===== config.mk =====
export PLATFORM = sky130hd
export DESIGN_NAME = fetch_prefetch_unit
export DESIGN_NICKNAME = d
export VERILOG_FILES = /design/src/rtl/riscv_fetch_pkg.sv /design/src/rtl/fetch_slot_buffer.sv /design/src/rtl/fetch_prefetch_unit.sv
export SDC_FILE = /design/constraint.sdc
export NUM_CORES = 1
export LEC_CHECK = 0
export ABC_AREA = 1
export CAP_MARGIN = 40
export CORE_MARGIN = 2
export CORE_UTILIZATION = 55
export DETAILED_ROUTE_END_ITERATION = 7
export PLACE_DENSITY = 0.91
export SETUP_SLACK_MARGIN = 0.1
export SLEW_MARGIN = 15
export SYNTH_ARGS = -nofsm -noshare
export SYNTH_HDL_FRONTEND = slang
export SYNTH_HIERARCHICAL = 1
export SYNTH_SLANG_ARGS = --single-unit

===== constraint.sdc =====
create_clock -name clk -period 17.23 [get_ports clk]
set_input_delay 3.446 -clock clk [delete_from_list [all_inputs] [get_ports clk]]
set_output_delay 3.446 -clock clk [all_outputs]
set_load 0.01 [all_outputs]

===== src/rtl/riscv_fetch_pkg.sv =====
// Shared fetch-side types and constants for the RISC-V front end.
// Consumers: fetch_slot_buffer, fetch_prefetch_unit.
package riscv_fetch_pkg;

    localparam int XLEN_DEFAULT = 64;
    localparam int INSTR_W      = 32;

    localparam logic [INSTR_W-1:0] NOP = 32'h0000_0013;

    localparam logic [6:0] OPC_BRANCH = 7'b1100011;
    localparam logic [6:0] OPC_JALR   = 7'b1100111;
    localparam logic [6:0] OPC_JAL    = 7'b1101111;
    localparam logic [6:0] OPC_SYSTEM = 7'b1110011;

    typedef struct packed {
        logic [XLEN_DEFAULT-1:0] pc;
        logic [INSTR_W-1:0]      instr;
    } fetch_entry_t;

endpackage


===== src/rtl/fetch_slot_buffer.sv =====
// In-order slot buffer: a slot is allocated (pc written) at request time,
// filled with its instruction on response, and freed on dequeue.
module fetch_slot_buffer
    import riscv_fetch_pkg::*;
#(
    parameter int XLEN  = XLEN_DEFAULT,
    parameter int DEPTH = 4,
    parameter int PTR_W = $clog2(DEPTH) + 1
) (
    input  logic               clk,
    input  logic               reset,
    input  logic               flush,
    input  logic               alloc_en,
    input  logic [XLEN-1:0]    alloc_pc,
    input  logic               fill_en,
    input  logic [INSTR_W-1:0] fill_instr,
    input  logic               deq_en,
    output logic               head_valid,
    output logic [XLEN-1:0]    head_pc,
    output logic [INSTR_W-1:0] head_instr,
    output logic [PTR_W-1:0]   alloc_cnt,
    output logic [PTR_W-1:0]   inflight,
    output logic [PTR_W-1:0]   buffered
);

    localparam int IDX_W = $clog2(DEPTH);

    logic [PTR_W-1:0]   alloc_ptr;
    logic [PTR_W-1:0]   fill_ptr;
    logic [PTR_W-1:0]   read_ptr;
    logic [XLEN-1:0]    pc_mem    [DEPTH];
    logic [INSTR_W-1:0] instr_mem [DEPTH];

    always_ff @(posedge clk or posedge reset) begin
        if (reset) begin
            alloc_ptr <= '0;
            fill_ptr  <= '0;
            read_ptr  <= '0;
        end else if (flush) begin
            alloc_ptr <= '0;
            fill_ptr  <= '0;
            read_ptr  <= '0;
        end else begin
            if (alloc_en) alloc_ptr <= alloc_ptr + 1'b1;
            if (fill_en)  fill_ptr  <= fill_ptr + 1'b1;
            if (deq_en)   read_ptr  <= read_ptr + 1'b1;
        end
    end

    // Slot contents carry no reset; validity is tracked purely by the pointers.
    always_ff @(posedge clk) begin
        if (alloc_en && !flush) pc_mem[alloc_ptr[IDX_W-1:0]]   <= alloc_pc;
        if (fill_en && !flush)  instr_mem[fill_ptr[IDX_W-1:0]] <= fill_instr;
    end

    assign head_valid = (fill_ptr != read_ptr);
    assign head_pc    = pc_mem[read_ptr[IDX_W-1:0]];
    assign head_instr = instr_mem[read_ptr[IDX_W-1:0]];
    assign alloc_cnt  = alloc_ptr - read_ptr;
    assign inflight   = alloc_ptr - fill_ptr;
    assign buffered   = fill_ptr - read_ptr;

endmodule


===== src/rtl/fetch_prefetch_unit.sv =====
// Instruction fetch front end: PC, pipelined imem requests, stale-response discard.
// Optional perf counters are built when FETCH_PERF_EN is defined.
module fetch_prefetch_unit
    import riscv_fetch_pkg::*;
#(
    parameter int              XLEN     = XLEN_DEFAULT,
    parameter int              DEPTH    = 4,
    parameter logic [XLEN-1:0] RESET_PC = '0
) (
    input  logic               clk,
    input  logic               reset,
    output logic               imem_req_valid,
    input  logic               imem_req_ready,
    output logic [XLEN-1:0]    imem_addr,
    input  logic               imem_rsp_valid,
    input  logic [INSTR_W-1:0] imem_rsp_data,
    input  logic               redirect_valid,
    input  logic [XLEN-1:0]    redirect_pc,
    output logic               if_valid,
    input  logic               if_ready,
    output logic [XLEN-1:0]    if_pc,
    output logic [INSTR_W-1:0] if_instr,
    output logic [31:0]        perf_fetched,
    output logic [31:0]        perf_flushed
);

    localparam int PTR_W  = $clog2(DEPTH) + 1;
    localparam int DISC_W = $clog2(2 * DEPTH) + 1;

    logic               running;
    logic [XLEN-1:0]    fetch_pc;
    logic [DISC_W-1:0]  discard_cnt;
    logic               head_valid;
    logic [XLEN-1:0]    head_pc;
    logic [INSTR_W-1:0] head_instr;
    logic [PTR_W-1:0]   alloc_cnt;
    logic [PTR_W-1:0]   inflight;
    logic [PTR_W-1:0]   buffered;
    logic               deq;
    logic               deq_en;
    logic               req_hs;
    logic               rsp_drop;
    logic               rsp_fill;
    logic               rsp_legal;
    logic [DISC_W-1:0]  occupied;

    assign deq      = head_valid && if_ready;
    assign deq_en   = deq && !redirect_valid;
    assign req_hs   = imem_req_valid && imem_req_ready;
    assign rsp_drop = imem_rsp_valid && (discard_cnt != '0);
    assign rsp_fill = imem_rsp_valid && (discard_cnt == '0) && (inflight != '0);
    assign rsp_legal = rsp_drop || rsp_fill;

    // Stale requests still owed by memory hold capacity too, which bounds discard_cnt by DEPTH.
    assign occupied = DISC_W'(alloc_cnt) + discard_cnt;
    assign imem_req_valid = running && !redirect_valid &&
                            ((occupied < DISC_W'(DEPTH)) || deq);
    assign imem_addr = fetch_pc;

    always_ff @(posedge clk or posedge reset) begin
        if (reset) begin
            running     <= 1'b0;
            fetch_pc    <= RESET_PC;
            discard_cnt <= '0;
        end else begin
            running <= 1'b1;
            if (redirect_valid) begin
                fetch_pc    <= {redirect_pc[XLEN-1:2], 2'b00};
                discard_cnt <= discard_cnt + DISC_W'(inflight) + DISC_W'(req_hs)
                               - DISC_W'(rsp_legal);
            end else begin
                if (req_hs)   fetch_pc    <= fetch_pc + XLEN'(4);
                if (rsp_drop) discard_cnt <= discard_cnt - 1'b1;
            end
        end
    end

    fetch_slot_buffer #(
        .XLEN  (XLEN),
        .DEPTH (DEPTH),
        .PTR_W (PTR_W)
    ) u_slots (
        .clk        (clk),
        .reset      (reset),
        .flush      (redirect_valid),
        .alloc_en   (req_hs),
        .alloc_pc   (fetch_pc),
        .fill_en    (rsp_fill && !redirect_valid),
        .fill_instr (imem_rsp_data),
        .deq_en     (deq_en),
        .head_valid (head_valid),
        .head_pc    (head_pc),
        .head_instr (head_instr),
        .alloc_cnt  (alloc_cnt),
        .inflight   (inflight),
        .buffered   (buffered)
    );

    assign if_valid = head_valid;
    assign if_pc    = head_valid ? head_pc : '0;
    assign if_instr = head_valid ? head_instr : '0;

    assert property (@(posedge clk) disable iff (reset) imem_rsp_valid |-> rsp_legal);

`ifdef FETCH_PERF_EN
    function automatic logic [31:0] sat_add(input logic [31:0] a, input logic [31:0] b);
        logic [32:0] sum;
        sum = {1'b0, a} + {1'b0, b};
        return sum[32] ? 32'hFFFF_FFFF : sum[31:0];
    endfunction

    logic [31:0] fetched_q;
    logic [31:0] flushed_q;
    logic [31:0] flush_inc;

    // On redirect every filled slot is lost plus any response consumed this cycle.
    assign flush_inc = redirect_valid ? (32'(buffered) + 32'(rsp_legal)) : 32'(rsp_drop);

    always_ff @(posedge clk or posedge reset) begin
        if (reset) begin
            fetched_q <= '0;
            flushed_q <= '0;
        end else begin
            if (deq_en) fetched_q <= sat_add(fetched_q, 32'd1);
            flushed_q <= sat_add(flushed_q, flush_inc);
        end
    end

    assign perf_fetched = fetched_q;
    assign perf_flushed = flushed_q;
`else
    logic unused_perf;
    assign unused_perf  = ^buffered;
    assign perf_fetched = '0;
    assign perf_flushed = '0;
`endif

endmodule


# Yosys cells after proc, flatten, opt, wreduce, memory -nomap -nowiden
# Memories as Yosys holds them, arrays and structs flattened.
# Index checks and enable logic that the tools add are counted.
dict set report word_totals {
  mem_bits_rw 384
  input_bits 102
  register_bits 78
  memories 2
}
# memory depth width rd rd_ports_with_merged_regs wr line
set mem_list {}
lappend mem_list {u_slots.pc_mem 4 64 1 0 1 fetch_slot_buffer.sv:31} ;# logic [XLEN-1:0] pc_mem [DEPTH];
lappend mem_list {u_slots.instr_mem 4 32 1 0 1 fetch_slot_buffer.sv:32} ;# logic [INSTR_W-1:0] instr_mem [DEPTH];
dict set report classes {
  n_addsub 11
  mux 16
  eq_ne 1
  magnitude_cmp 1
  n_reduce_logical 21
}
# operator n
set op_table {}
lappend op_table {{64-bit two-way mux} 3}
lappend op_table {{64-bit by 3-bit adder with 64-bit output (second input constant)} 1}
lappend op_table {{32-bit two-way mux} 1}
lappend op_table {{3-bit two-way mux} 6}
lappend op_table {{1-bit logical AND} 11}
lappend op_table {{3-bit by 1-bit adder with 3-bit output (second input constant)} 3}
lappend op_table {{4-bit two-way mux} 2}
lappend op_table {{2-bit nonzero test} 4}
lappend op_table {{3-bit subtractor} 2}
lappend op_table {{3-bit by 4-bit adder with 4-bit output} 1}
lappend op_table {{4-bit by 1-bit adder with 4-bit output} 1}
lappend op_table {{4-bit by 3-bit adder with 4-bit output} 1}
lappend op_table {{4-bit zero test} 1}
lappend op_table {{4-bit by 3-bit < comparator with 1-bit output (second input constant)} 1}
lappend op_table {{1-bit two-way mux} 4}
lappend op_table {{4-bit nonzero test} 1}
lappend op_table {{4-bit by 1-bit subtractor with 4-bit output} 1}
lappend op_table {{4-bit by 1-bit subtractor with 4-bit output (second input constant)} 1}
lappend op_table {{3-bit inequality test} 1}
lappend op_table {{3-bit nonzero test} 1}
lappend op_table {{1-bit logical OR} 2}
lappend op_table {{1-bit zero test} 1}

# Longest topological paths before layout
# Gate-level depths: netlist of the first run.
dict set report depth {
  depth_word 9
  mapped_depth 22
  mapped_depth_nobuf 21
}

# Cells and area by module
# Netlist of the first run, hierarchy kept.
# mod seq_area_each_um2 n_inst cells_each area_each_um2
set modules_own_cells {}
lappend modules_own_cells {fetch_slot_buffer 11756.3 1 1615 16833.6}
lappend modules_own_cells {fetch_prefetch_unit 1676.6 1 1250 6990.5}

# Worst setup path after synthesis of the first run
# Ideal clock, no wire load.
dict set report synth_path {
  path_kind {input port to flip-flop}
  startpoint {input redirect_valid}
  endpoint {memory u_slots/pc_mem[0][0] (netlist name) (enable)}
  required_time_ns 16.744
  n_path_buf 2
  path_stages 7
  slack_ns 9.678
  t_arrival_ns 7.066
  setup_ns 0.486
  path_cell_list {clkbuf_1 -> nor2_1 -> nand3_2 -> buf_2 -> inv_1 -> nand2_1 -> nor2_1}
}
dict set report synth_via {
  elab_chain_cells 7
}
# item line
set synth_lines {}
lappend synth_lines {{start, declared} fetch_prefetch_unit.sv:17} ;# input logic redirect_valid,
lappend synth_lines {{1-bit zero test} fetch_prefetch_unit.sv:56} ;# assign imem_req_valid = running && !redirect_valid &&
lappend synth_lines {{1-bit logical AND (2 in series)} fetch_prefetch_unit.sv:56}
lappend synth_lines {{1-bit logical AND} fetch_prefetch_unit.sv:49} ;# assign req_hs = imem_req_valid && imem_req_ready;
lappend synth_lines {{net req_hs} fetch_prefetch_unit.sv:41} ;# logic req_hs;
lappend synth_lines {{1-bit logical AND} fetch_slot_buffer.sv:52} ;# if (alloc_en && !flush) pc_mem[alloc_ptr[IDX_W-1:0]] <= alloc_pc;
lappend synth_lines {{1-bit two-way mux} fetch_slot_buffer.sv:52}
lappend synth_lines {{1-bit two-way mux (implied by the code)} fetch_slot_buffer.sv:52}
lappend synth_lines {{end, declared} fetch_slot_buffer.sv:31}
# The timed path passes the listed nets, and every way through them passes these cells.

# Worst setup path after layout of the first run
dict set report layout_path {
  startpoint {input if_ready}
  endpoint {output imem_req_valid}
}
dict set report layout_via {
  elab_chain_cells 3
}
# item line
set layout_lines {}
lappend layout_lines {{start, declared} fetch_prefetch_unit.sv:20} ;# input logic if_ready,
lappend layout_lines {{1-bit logical AND} fetch_prefetch_unit.sv:47} ;# assign deq = head_valid && if_ready;
lappend layout_lines {{1-bit logical OR} fetch_prefetch_unit.sv:57} ;# ((occupied < DISC_W'(DEPTH)) || deq);
lappend layout_lines {{1-bit logical AND} fetch_prefetch_unit.sv:56}
lappend layout_lines {{end, declared} fetch_prefetch_unit.sv:12} ;# output logic imem_req_valid,
# Every way passes these cells.

==> flow_summary.json, run 1 <==
{
  "final_area_mm2": 0.0284,
  "hold_viol_final": 0,
  "p_int_mw": 1.96,
  "hp-class": "reg2reg",
  "nets": 3221,
  "dieArea_mm2": 0.0449,
  "die_h_um": 212,
  "swShare": 0.258,
  "fin_worst_skew_ns": 0.0181,
  "ys_warn_count": 6,
  "rsz0062_at_grt": "false",
  "cts_setup_buffers": 0,
  "root_buffer": "clkbuf_16",
  "syn_to_final_growth_pct": 19.4,
  "drt_pass1_iterations": 6,
  "ios": 328,
  "cts_max_path_buffers": 3,
  "grt_max_degree": 100,
  "fin_setup_tns_ns": 0,
  "vias": 19159,
  "syn_area_mm2": 0.0238,
  "clkSlewWorstSetupHoldPaths_ns": 0.06,
  "p_per_area_mw_per_mm2": 93.2,
  "final_antenna_net_count": 0,
  "grt_pass1_wl_um": 94900,
  "vdd_drop_max_mv": 0.0830,
  "status": "finished, final reports clean",
  "hold_ws_ns": 0.559,
  "max_slew.worst_pin.slew_ns": 0.865,
  "wirelength_um": 61800,
  "total_power_mw": 2.65,
  "clkSinkCount": 460,
  "dpl_worst_slack_ns": 9.00,
  "first_global_vias": 17934,
  "period_needed_ns": 8.23,
  "cap_violations": 0,
  "path_class": "in2out",
  "start_util": 0.554,
  "cp_max_fo": 2,
  "p_seq_frac": 0.516,
  "period_share": 0.478,
  "wl_per_cell_um": 16.6,
  "synth_area_per_cell_um2": 8.32,
  "worstSkewPairLatency_ns": 0.58,
  "fmax_ghz": 0.121,
  "rows": 76,
  "dieWidth_um": 212,
  "gp_congestion": 0.956,
  "grt.total_usage": 0.274,
  "grt-ovfl-total": 0,
  "syn_inst": 2858,
  "antenna_found_initial": 0,
  "cts_hold_buf": 0,
  "cp.arrival_ns": 4.78,
  "dp_hpwl_um": 39600,
  "p_clk_frac": 0.372,
  "cts_tree": "yes",
  "cp-start-kind": "primary input",
  "via_per_inst": 5.16,
  "dpl_cell_area_mm2": 0.0269,
  "htreeDepth": 2,
  "cts_buffers": 47,
  "combPwrFrac": 0.113,
  "portBuffers": 259,
  "p_leak_nw": 13.6,
  "fp.coreArea_mm2": 0.0429,
  "drc": 0,
  "cts_resized": 0,
  "antenna_cells": 0,
  "finalMaxSlewViolations": 0,
  "final-setup-viol-count": 0,
  "power_switching_mw": 0.682,
  "cp.required_ns": 13.78,
  "drive_gt1_frac": 0.0457,
  "layout_setup_ws_ns": 9.00,
  "drtIter0Drc": 1858,
  "end_kind": "output port",
  "slew_headroom": 0.424
}
[critical path, cell delays in order]
cell,delay (ns)
clkdlybuf4s50_1,0.46
nand2_1,0.07
o21ai_2,0.12
nand2_1,0.06
inv_1,0.05
clkdlybuf4s50_1,0.58
[power groups by stage]
stage	Sequential (mW)	Combinational, mW	Clock [mW]
2_1_floorplan	1.36	0.167	0
3_3_place_gp	1.38	0.280	0
4_1_cts	1.36	0.297	0.996
3_5_place_dp	1.38	0.293	0
6_report	1.36	0.298	0.984
5_1_grt	1.37	0.331	1.04
[placed cells by master, fill, tap and decap left out, types with 7 or more instances in the layout]
cell and count:
nor2_2 8, clkinv_2 9, buf_16 7, o21bai_1 16
edfxtp_1 384, o21ai_0 35, clkinv_1 10, ha_1 22
nor2_1 116, inv_1 582, o21ai_1 7, xor2_1 8
buf_4 16, nor2_4 9, nand2_1 1029, nand3_1 325
a21oi_1 19, clkbuf_16 47, clkdlybuf4s50_1 258, dfrtp_1 74
xnor2_1 7, conb_1 75
[metal layers]
metal / GRT usage / wire (um) / up-vias / part of all wire
met2: 0.451 / 30000 / 1031 / 0.49
li1: - / - / 9134 / -
met4: 0.127 / 2310 / 0 / 0.037
met3: 0.0436 / 5540 / 147 / 0.090
met1: 0.358 / 23900 / 8847 / 0.39
met5: 0 / 0 / - / 0
[area by class of cell]
class / count / area [um2]
fill: 3137 / 14500
sequential: 460 / 13400
timing repair buffer: 287 / 3020
tap: 585 / 732
clock inverter: 31 / 253
inverter: 589 / 2220
multi-input combinational: 1708 / 7480
clock buffer: 54 / 1240
[path summary, 6_finish.rpt]
kind | startpoint | end | slack [ns] | cells past startpoint
setup / recovery | if_ready | imem_req_valid | 9.00 | 6
hold / removal | u_slots/alloc_ptr[1] | u_slots/alloc_ptr[1] | 0.56 | 2
setup reg to reg | u_slots/read_ptr[1] | u_slots/pc_mem[1][54] | 11.43 | 12
hold reg to reg | u_slots/alloc_ptr[1] | u_slots/alloc_ptr[1] | 0.56 | 2
max in group asynchronous | reset | imem_addr[45] | 13.29 | 4
min in group asynchronous | reset | u_slots/alloc_ptr[0] | 3.20 | 2
[metrics by stage]
step | std cells | utilization
floorplan | 2931 | -
global placement | 3616 | 0.620
detailed placement | 3628 | 0.626
CTS | 3713 | 0.661
global route | 3714 | 0.662
finish | 3714 | 0.662
[flip-flops by register name, indices dropped and copies added, names as in the netlist]
signal,cells
discard_cnt,4
imem_addr,62
running,1
u_slots/alloc_ptr,3
u_slots/fill_ptr,3
u_slots/instr_mem,128
u_slots/pc_mem,256
u_slots/read_ptr,3
Power figures use the tool's default switching activity.
==> run 2, diff against run 1 <==
==> constraint.sdc (replaced) <==
create_clock -name clk -period 8.4 [get_ports clk]
set_input_delay 1.68 -clock clk [delete_from_list [all_inputs] [get_ports clk]]
set_output_delay 1.68 -clock clk [all_outputs]
set_load 0.01 [all_outputs]
==> run 2 against run 1 <==
Count of clock-buffer cells in the layout up 8. Global-route usage up 0.11 points. Cell count about the same. Flip-flop and latch count unchanged. Critical path type is now reg2out. Critical endpoint unchanged. Highest routed layer unchanged.
==> flow_summary.json, run 2 (same netlist as run 1, synthesis figures left out) <==
{
  "status": "finished, final reports clean",
  "drt_pass1_iterations": 6,
  "cts_tree": "yes",
  "final_antenna_net_count": 0,
  "die_h_um": 212,
  "grt_max_degree": 100,
  "worstSkewPairLatency_ns": 0.59,
  "nets": 3220,
  "crit_family": "buffers and inverters",
  "rows": 76,
  "wl_per_cell_um": 16.7,
  "grt.total_usage": 0.275,
  "first_global_vias": 18361,
  "largest_register_ffs": 256,
  "clkSinkCount": 460,
  "root_buffer": "clkbuf_16",
  "grt_pass1_wl_um": 95600,
  "antenna_found_initial": 1,
  "cp_max_fo": 60,
  "reg2reg_depth": 15,
  "syn_to_final_growth_pct": 19.0,
  "grt-ovfl-total": 0,
  "wirelength_um": 62100,
  "period_needed_ns": 6.06,
  "drtIter0Drc": 2010,
  "p_leak_nw": 13.5,
  "cts_setup_buffers": 0,
  "final-setup-viol-count": 0,
  "via_per_inst": 5.19,
  "hold_viol_final": 0,
  "holdPathStages": 2,
  "r2r-end": "u_slots/pc_mem[0][0]",
  "fin_setup_tns_ns": 0,
  "hp-class": "reg2reg",
  "fmax_ghz": 0.165,
  "vias": 19267,
  "drc": 0,
  "rsz0062_at_grt": "false",
  "cp_num_buf_inv": 4,
  "fp.coreArea_mm2": 0.0429,
  "end_kind": "output port",
  "vdd_drop_max_mv": 0.160,
  "r2r_start": "u_slots/read_ptr[0]",
  "dieArea_mm2": 0.0449,
  "cp.required_ns": 6.72,
  "htreeDepth": 2,
  "cts_hold_buf": 0,
  "dieWidth_um": 212,
  "clkSlewWorstSetupHoldPaths_ns": 0.06,
  "portBuffers": 259,
  "gp_congestion": 0.982,
  "fin_worst_skew_ns": 0.0329,
  "hold_end": "u_slots/alloc_ptr[1]",
  "max_slew.worst_pin.slew_ns": 0.872,
  "fin_util": 0.660,
  "path_class": "reg2out",
  "cp-start-kind": "register",
  "crit_path_top_delay_cell": "dfrtp_4",
  "slowest_delay_ns": 0.86,
  "hold_ws_ns": 0.560,
  "layout_commonest_cell": "nand2_1",
  "p_per_area_mw_per_mm2": 189,
  "ios": 328,
  "cts_max_path_buffers": 3,
  "slew_headroom": 0.419,
  "finalMaxSlewViolations": 0,
  "drive_gt1_frac": 0.0425,
  "dp_hpwl_um": 40200,
  "cts_buffers": 46,
  "cap_violations": 0,
  "layout_common_cells": "1029 x nand2_1, 582 x inv_1, 384 x edfxtp_1, 325 x nand3_1, 258 x clkdlybuf4s50_1",
  "cp.arrival_ns": 4.38,
  "period_share": 0.722,
  "start_util": 0.554,
  "rrSetupSlack_ns": 2.84,
  "crit_chain": "buf_4 > ha_1 > fa_1 > inv_1 > ha_1 > nand3_1 > nand2_1 > xor2_1 > o21ai_2 > nand2_1 > inv_1 > clkdlybuf4s50_1",
  "min-delay-start": "u_slots/alloc_ptr[1]",
  "cts_resized": 0
}
## run 2: worst max-delay path by stage
stage                     cells after the start           startpoint                    to  slack (ns)
final                                        12  u_slots/read_ptr[0]        imem_req_valid        2.34
after global routing                         15  u_slots/read_ptr[0]        imem_req_valid        2.09
after CTS                                    12  u_slots/read_ptr[0]        imem_req_valid        2.34
after detailed placement                     15  u_slots/read_ptr[0]  u_slots/pc_mem[0][4]        2.93
after global placement                       15  u_slots/read_ptr[0]  u_slots/pc_mem[1][0]        2.52
after floorplan                               7       redirect_valid  u_slots/pc_mem[0][0]        2.61
## run 2: routing by layer
layer | global-route usage | share of wire | vias up | wire [um]
li1 | - | - | 9121 | -
met1 | 0.349 | 0.38 | 8866 | 23400
met2 | 0.455 | 0.48 | 1104 | 29800
met3 | 0.0497 | 0.10 | 176 | 6230
met4 | 0.137 | 0.042 | 0 | 2610
met5 | 0 | 0 | - | 0
## run 2: report_power, final
part	internal, mW	switching, mW	total (mW)
Sequential	2.60	0.202	2.80
Combinational	0.276	0.337	0.613
Clock	1.10	0.839	1.93
Total	3.97	1.38	5.35
## run 2: cell type report
| type | instances | area (um2) |
|---|---|---|
| diodes | 1 | 2.50 |
| flip-flops and latches | 460 | 13400 |
| fillers | 3124 | 14600 |
| well taps | 585 | 732 |
| repair buffers | 287 | 3000 |
| multi-input cells | 1708 | 7480 |
| clock inverters | 20 | 133 |
| clock buffers | 62 | 1270 |
| inverters | 589 | 2220 |
## run 2: tightest hold or removal path, delay by kind of cell (launching register included)
family / cells / cell delay (ns)
DFF: 1 / 0.39
and+or+nand+nor: 2 / 0.14
## run 2: per-stage QoR
step	cells	cell area [um2]	setup slack, ns	total power, mW
floorplan	2931	24100	2.61	3.12
global placement	3616	26600	2.52	3.41
detailed placement	3628	26800	2.93	3.44
CTS	3710	28300	2.34	5.36
global route	3711	28300	2.09	5.54
finish	3712	28300	2.34	5.35
